## src/rtl/softmax_div_sched.sv

```systemverilog
// Schedules one softmax normalisation job through a shared pipelined 64/32 divider.
// Tags follow operands through the divider, and the pipe stalls instead of dropping a result.
module softmax_div_sched #(
    parameter int A_W        = 64,
    parameter int B_W        = 32,
    parameter int NUM_STAGES = 64,
    parameter int LEN_W      = 16
) (
    input  logic             clk,
    input  logic             rst,
    input  logic             start,
    input  logic [LEN_W-1:0] len,
    input  logic [B_W-1:0]   divisor,
    output logic             busy,
    output logic             done,
    output logic             err_div0,
    input  logic             in_valid,
    input  logic [A_W-1:0]   in_data,
    output logic             in_ready,
    output logic             div_en,
    output logic [A_W-1:0]   div_a,
    output logic [B_W-1:0]   div_b,
    input  logic [A_W-1:0]   div_quotient,
    output logic             out_valid,
    output logic [A_W-1:0]   out_data,
    output logic             out_last,
    input  logic             out_ready
);

    localparam int L = NUM_STAGES - 1;

    localparam logic [1:0] S_IDLE  = 2'd0;
    localparam logic [1:0] S_RUN   = 2'd1;
    localparam logic [1:0] S_DRAIN = 2'd2;
    localparam logic [1:0] S_DONE  = 2'd3;

    logic [1:0]       state_q, state_d;
    logic [LEN_W-1:0] len_q, len_d;
    logic [LEN_W-1:0] issued_q, issued_d;
    logic [LEN_W-1:0] retired_q, retired_d;
    logic [B_W-1:0]   divisor_q, divisor_d;
    logic             err_div0_q, err_div0_d;
    logic             busy_q, busy_d;
    logic             done_q, done_d;
    logic [L-1:0]     tag_q, tag_d;
    logic             out_valid_q, out_valid_d;
    logic             out_last_q, out_last_d;
    logic [A_W-1:0]   out_data_q, out_data_d;

    logic             stall_s;
    logic             en_s;
    logic             in_ready_s;
    logic             accept_s;
    logic             retire_s;
    logic             out_fire_s;

    // A result due out of the divider while the output register is still held must freeze the pipe.
    always_comb begin
        stall_s    = out_valid_q & ~out_ready & tag_q[L-1];
        en_s       = ~stall_s;
        in_ready_s = (state_q == S_RUN) & (issued_q < len_q) & en_s;
        accept_s   = in_valid & in_ready_s;
        retire_s   = en_s & tag_q[L-1];
        out_fire_s = out_valid_q & out_ready;
    end

    // Job sequencing and issue/retire bookkeeping.
    always_comb begin
        state_d    = state_q;
        len_d      = len_q;
        divisor_d  = divisor_q;
        err_div0_d = err_div0_q;
        issued_d   = issued_q;
        retired_d  = retired_q;
        case (state_q)
            S_IDLE: begin
                if (start) begin
                    len_d      = len;
                    divisor_d  = divisor;
                    err_div0_d = (divisor == {B_W{1'b0}});
                    issued_d   = {LEN_W{1'b0}};
                    retired_d  = {LEN_W{1'b0}};
                    if (len == {LEN_W{1'b0}}) begin
                        state_d = S_DONE;
                    end else begin
                        state_d = S_RUN;
                    end
                end else begin
                    state_d = S_IDLE;
                end
            end
            S_RUN: begin
                if (accept_s) begin
                    issued_d = issued_q + LEN_W'(1);
                end else begin
                    issued_d = issued_q;
                end
                if (retire_s) begin
                    retired_d = retired_q + LEN_W'(1);
                end else begin
                    retired_d = retired_q;
                end
                if (issued_q == len_q) begin
                    state_d = S_DRAIN;
                end else begin
                    state_d = S_RUN;
                end
            end
            S_DRAIN: begin
                if (retire_s) begin
                    retired_d = retired_q + LEN_W'(1);
                end else begin
                    retired_d = retired_q;
                end
                // Finish only once the last beat has actually left the output register.
                if ((retired_q == len_q) && (!out_valid_q || out_ready)) begin
                    state_d = S_DONE;
                end else begin
                    state_d = S_DRAIN;
                end
            end
            S_DONE: begin
                state_d = S_IDLE;
            end
            default: begin
                state_d = S_IDLE;
            end
        endcase
        busy_d = (state_d == S_RUN) || (state_d == S_DRAIN);
        done_d = (state_d == S_DONE);
    end

    // Tag shift and output register; tags move only when the divider advances.
    always_comb begin
        if (en_s) begin
            tag_d = {tag_q[L-2:0], accept_s};
        end else begin
            tag_d = tag_q;
        end
        if (retire_s) begin
            out_data_d  = div_quotient;
            out_valid_d = 1'b1;
            out_last_d  = ((retired_q + LEN_W'(1)) == len_q);
        end else if (out_fire_s) begin
            out_data_d  = out_data_q;
            out_valid_d = 1'b0;
            out_last_d  = 1'b0;
        end else begin
            out_data_d  = out_data_q;
            out_valid_d = out_valid_q;
            out_last_d  = out_last_q;
        end
    end

    // State registers; reset drops any in-flight work by clearing the tags.
    always_ff @(posedge clk or posedge rst) begin
        if (rst) begin
            state_q     <= S_IDLE;
            len_q       <= {LEN_W{1'b0}};
            divisor_q   <= {B_W{1'b0}};
            err_div0_q  <= 1'b0;
            issued_q    <= {LEN_W{1'b0}};
            retired_q   <= {LEN_W{1'b0}};
            busy_q      <= 1'b0;
            done_q      <= 1'b0;
            tag_q       <= {L{1'b0}};
            out_valid_q <= 1'b0;
            out_last_q  <= 1'b0;
            out_data_q  <= {A_W{1'b0}};
        end else begin
            state_q     <= state_d;
            len_q       <= len_d;
            divisor_q   <= divisor_d;
            err_div0_q  <= err_div0_d;
            issued_q    <= issued_d;
            retired_q   <= retired_d;
            busy_q      <= busy_d;
            done_q      <= done_d;
            tag_q       <= tag_d;
            out_valid_q <= out_valid_d;
            out_last_q  <= out_last_d;
            out_data_q  <= out_data_d;
        end
    end

    assign in_ready  = in_ready_s;
    assign div_en    = en_s;
    assign div_a     = accept_s ? in_data : {A_W{1'b0}};
    assign div_b     = divisor_q;
    assign busy      = busy_q;
    assign done      = done_q;
    assign err_div0  = err_div0_q;
    assign out_valid = out_valid_q;
    assign out_data  = out_data_q;
    assign out_last  = out_last_q;

endmodule
```

## config.mk

```make
export PLATFORM = sky130hd
export DESIGN_NAME = softmax_div_sched
export DESIGN_NICKNAME = d
export VERILOG_FILES = /design/src/rtl/softmax_div_sched.sv
export SDC_FILE = /design/constraint.sdc
export NUM_CORES = 1
export LEC_CHECK = 0
export ABC_CLOCK_PERIOD_IN_PS = 6500
export CAP_MARGIN = 40
export CORE_MARGIN = 5
export CORE_UTILIZATION = 35
export CTS_BUF_LIST = sky130_fd_sc_hd__clkbuf_4 sky130_fd_sc_hd__clkbuf_8
export CTS_CLUSTER_SIZE = 40
export DETAILED_ROUTE_END_ITERATION = 7
export PLACE_DENSITY_LB_ADDON = 0.25
export REMOVE_ABC_BUFFERS = 1
export SLEW_MARGIN = 20
export SYNTH_ARGS = -nofsm -noshare
export SYNTH_HDL_FRONTEND = slang
export SYNTH_SLANG_ARGS = --single-unit
```

## constraint.sdc

```tcl
create_clock -name clk -period 6.5 [get_ports clk]
set_input_delay 0.65 -clock clk [delete_from_list [all_inputs] [get_ports clk]]
set_output_delay 0.65 -clock clk [all_outputs]
set_load 0.01 [all_outputs]
```

==> run metrics <==
status complete, no violations; Synth warnings 0; Post-CTS Setup Inserts 0; DP HPWL 20,800 um; Max-Slew Margin vs Limit 0.489; IO Count 348; clk buf depth 3; I/O Buffers 347; drt pass-1 iters 4; Post-Syn Instances 809; Crit-path slowest cell clkdlybuf4s50_1; Clk network pwr share 0.279; Final period util 0.636; initial core utilization 0.352; Flop pwr share 0.390; Total GRT Usage 0.168; CP endpoint kind primary output; htree depth 2; clk_skew 0.0317 ns; Final GP Congestion 0.886; CP max stage delay 0.55 ns; async set-reset flop share out of synthesis 1.00; DRC 0; Switch Pwr 1470 uW; number of global-route vias before repair between 8,000 and 9,000; final count of pins violating max slew 0; multiplexer area fraction after synthesis 0.198; area of the multi-input gates roughly 0.0044 mm^2; first-pass GRT wire length 44,500 um; Compound-Gate Fraction of Synth Area 0.0464; Max Clk Rate 242 MHz; TritonCTS buffer count 40; placed instance area 0.0139 mm^2; Syn-to-layout area delta 47.2%; number of synthesized flops with an enable pin 0; Max VDD drop 0.147 mV; critical setup path kind reg -> out; family with the most delay on the worst path buffers and inverters; WL per Instance 17.4 um; arrival time of the worst setup path 3.48 ns; unrepaired setup endpoints after global routing false; post-route design area approximately 0.015 mm^2; clock latency on the worst-skew pair 0.55 ns; number of max-cap violations 0; commonest cells in the netlist dfrtp_1, mux2_2, and2_1; top-area cell type share of the netlist area 0.533; final setup violation count 0; die area between 0.03 and 0.04 mm^2; min Tclk post-route 4.13 ns; final hold viol count 0; synth unique cells 57; largest family of logic cells by synthesized area multiplexers; maximum fanout along the worst path 72; leading post-synthesis cells by cell area dfrtp_1, mux2_2, and2_1; CP dominant cell by count buf_4; clock slew at reported path FFs 0.06 ns; adder-cell share of the synthesized area 0.0274; Post-CTS Hold Fix Bufs 0; share of layout cells above drive strength 1 0.225; Worst Hold Class reg -> reg; power per cell area 315 mW/mm^2; Yosys top cell by area dfrtp_1; GRT overflow 0; CTS tree done; vias per inst 4.82; setup_tns 0 ns; total wire length between 20,000 and 30,000 um; Avg Cell Area, Syn 12.4 um^2; # rows 62; Comb power frac 0.331; CP required 5.85 ns; Initial DRC Count 386; XOR/XNOR share of the synthesized area 0.0366; post-CTS sizing 0; antenna-violating nets left 0; Lkg Pwr 0.00666 uW; Switching Share 0.316; worst-margin pin slew 0.766 ns; startpoint types flip-flop; fillers 2,594; Yosys reg bits 214; Int Power between 3000 and 4000 uW; CP Cell Sequence inv_1, ha_1, nor2b_1, o211ai_2, a2111oi_2, buf_4, nor4_4, buf_4, and2_1, clkdlybuf4s50_1; root buffer cell clkbuf_8; vias 7,627; Die Wd roughly 180 um; Main synth FF type dfrtp_1; largest net degree at the start of global routing 91; sum of buffers and inverters on the critical path 4; synthesized cell area just over 0.01 mm^2; Nets 1,375; most frequent cell after synthesis dfrtp_1; Sink Count about 210; Core ar. approximately 0.029 mm^2; simple-gate share of the synthesized area 0.131; antenna violations before repair 2; Seq/Total Area, Yosys 0.533; sequential cell area 0.00536 mm^2; Die Y 180 um
[stage by stage]
step / setup slack [ns] / std cells / hold slack, ns / power (uW) / utilization
floorplan: -0.000944 / 769 / 0.430 / 2670 / -
global placement: 2.76 / 1510 / 0.442 / 3360 / 0.487
detailed placement: 2.68 / 1511 / 0.460 / 3390 / 0.488
CTS: 2.29 / 1579 / 0.474 / 4740 / 0.516
global route: 2.13 / 1584 / 0.497 / 4980 / 0.519
finish: 2.37 / 1584 / 0.468 / 4670 / 0.519
[cells in the final DEF (no fill, tap or decap), types with 8 or more instances in the layout]
master / count
a21oi_1: 10
and2_1: 65
and3_1: 12
buf_4: 11
clkbuf_4: 13
clkbuf_8: 47
clkdlybuf4s50_1: 347
dfrtp_1: 214
ha_1: 22
inv_1: 25
mux2_2: 174
nand2_1: 29
nand3_1: 24
nand4_1: 16
nor2_1: 24
nor3_1: 8
nor4_1: 19
o21ai_0: 8
xnor2_1: 13
xor2_1: 29
[sequential cells by signal (all words and copies together), names as in the netlist]
register	cells
len_q	16
done	1
issued_q	16
busy	1
err_div0	1
tag_q	63
div_b	32
out_last	1
out_valid	1
state_q	2
retired_q	16
out_data	64
[power by group through the flow]
stage          Combinational [uW]  Clock (uW)  Sequential (uW)
2_1_floorplan                 842           0             1830
3_3_place_gp                 1530           0             1830
3_5_place_dp                 1550           0             1840
4_1_cts                      1560        1360             1820
5_1_grt                      1700        1420             1860
6_report                     1540        1300             1820
[cells by family after synthesis]
logic type / count (synthesis)
compound gates: 60
xor+xnor: 42
fa+ha+maj: 22
buf+inv: 66
flops: 214
mux: 177
simple gates: 228
[final timing paths]
kind	startpoint	endpoint	slack (ns)	depth (start not counted)
max	len_q[1]	div_a[12]	2.37	10
min	tag_q[61]	tag_q[62]	0.47	1
max reg2reg	len_q[1]	issued_q[1]	3.53	10
min reg2reg	tag_q[61]	tag_q[62]	0.47	1
max in group asynchronous	rst	div_b[2]	4.88	4
min in group asynchronous	rst	out_data[49]	0.59	2
[final cells by class]
cell class / count / share of cell area
antenna: 2 / 0.000338
sequential: 214 / 0.362
inverter: 26 / 0.00710
tap: 384 / 0.0325
timing repair buffer: 361 / 0.245
clock inverter: 8 / 0.00406
clock buffer: 60 / 0.0503
multi-input combinational: 529 / 0.299
[layer usage]
| metal | up-vias | share of wire | global-route usage |
|---|---|---|---|
| li1 | 3610 | - | - |
| met1 | 3632 | 0.39 | 0.190 |
| met2 | 317 | 0.50 | 0.291 |
| met3 | 68 | 0.075 | 0.0548 |
| met4 | 0 | 0.039 | 0.0744 |
| met5 | - | 0 | 0 |
No activity file was read; power rests on OpenSTA's default activity.
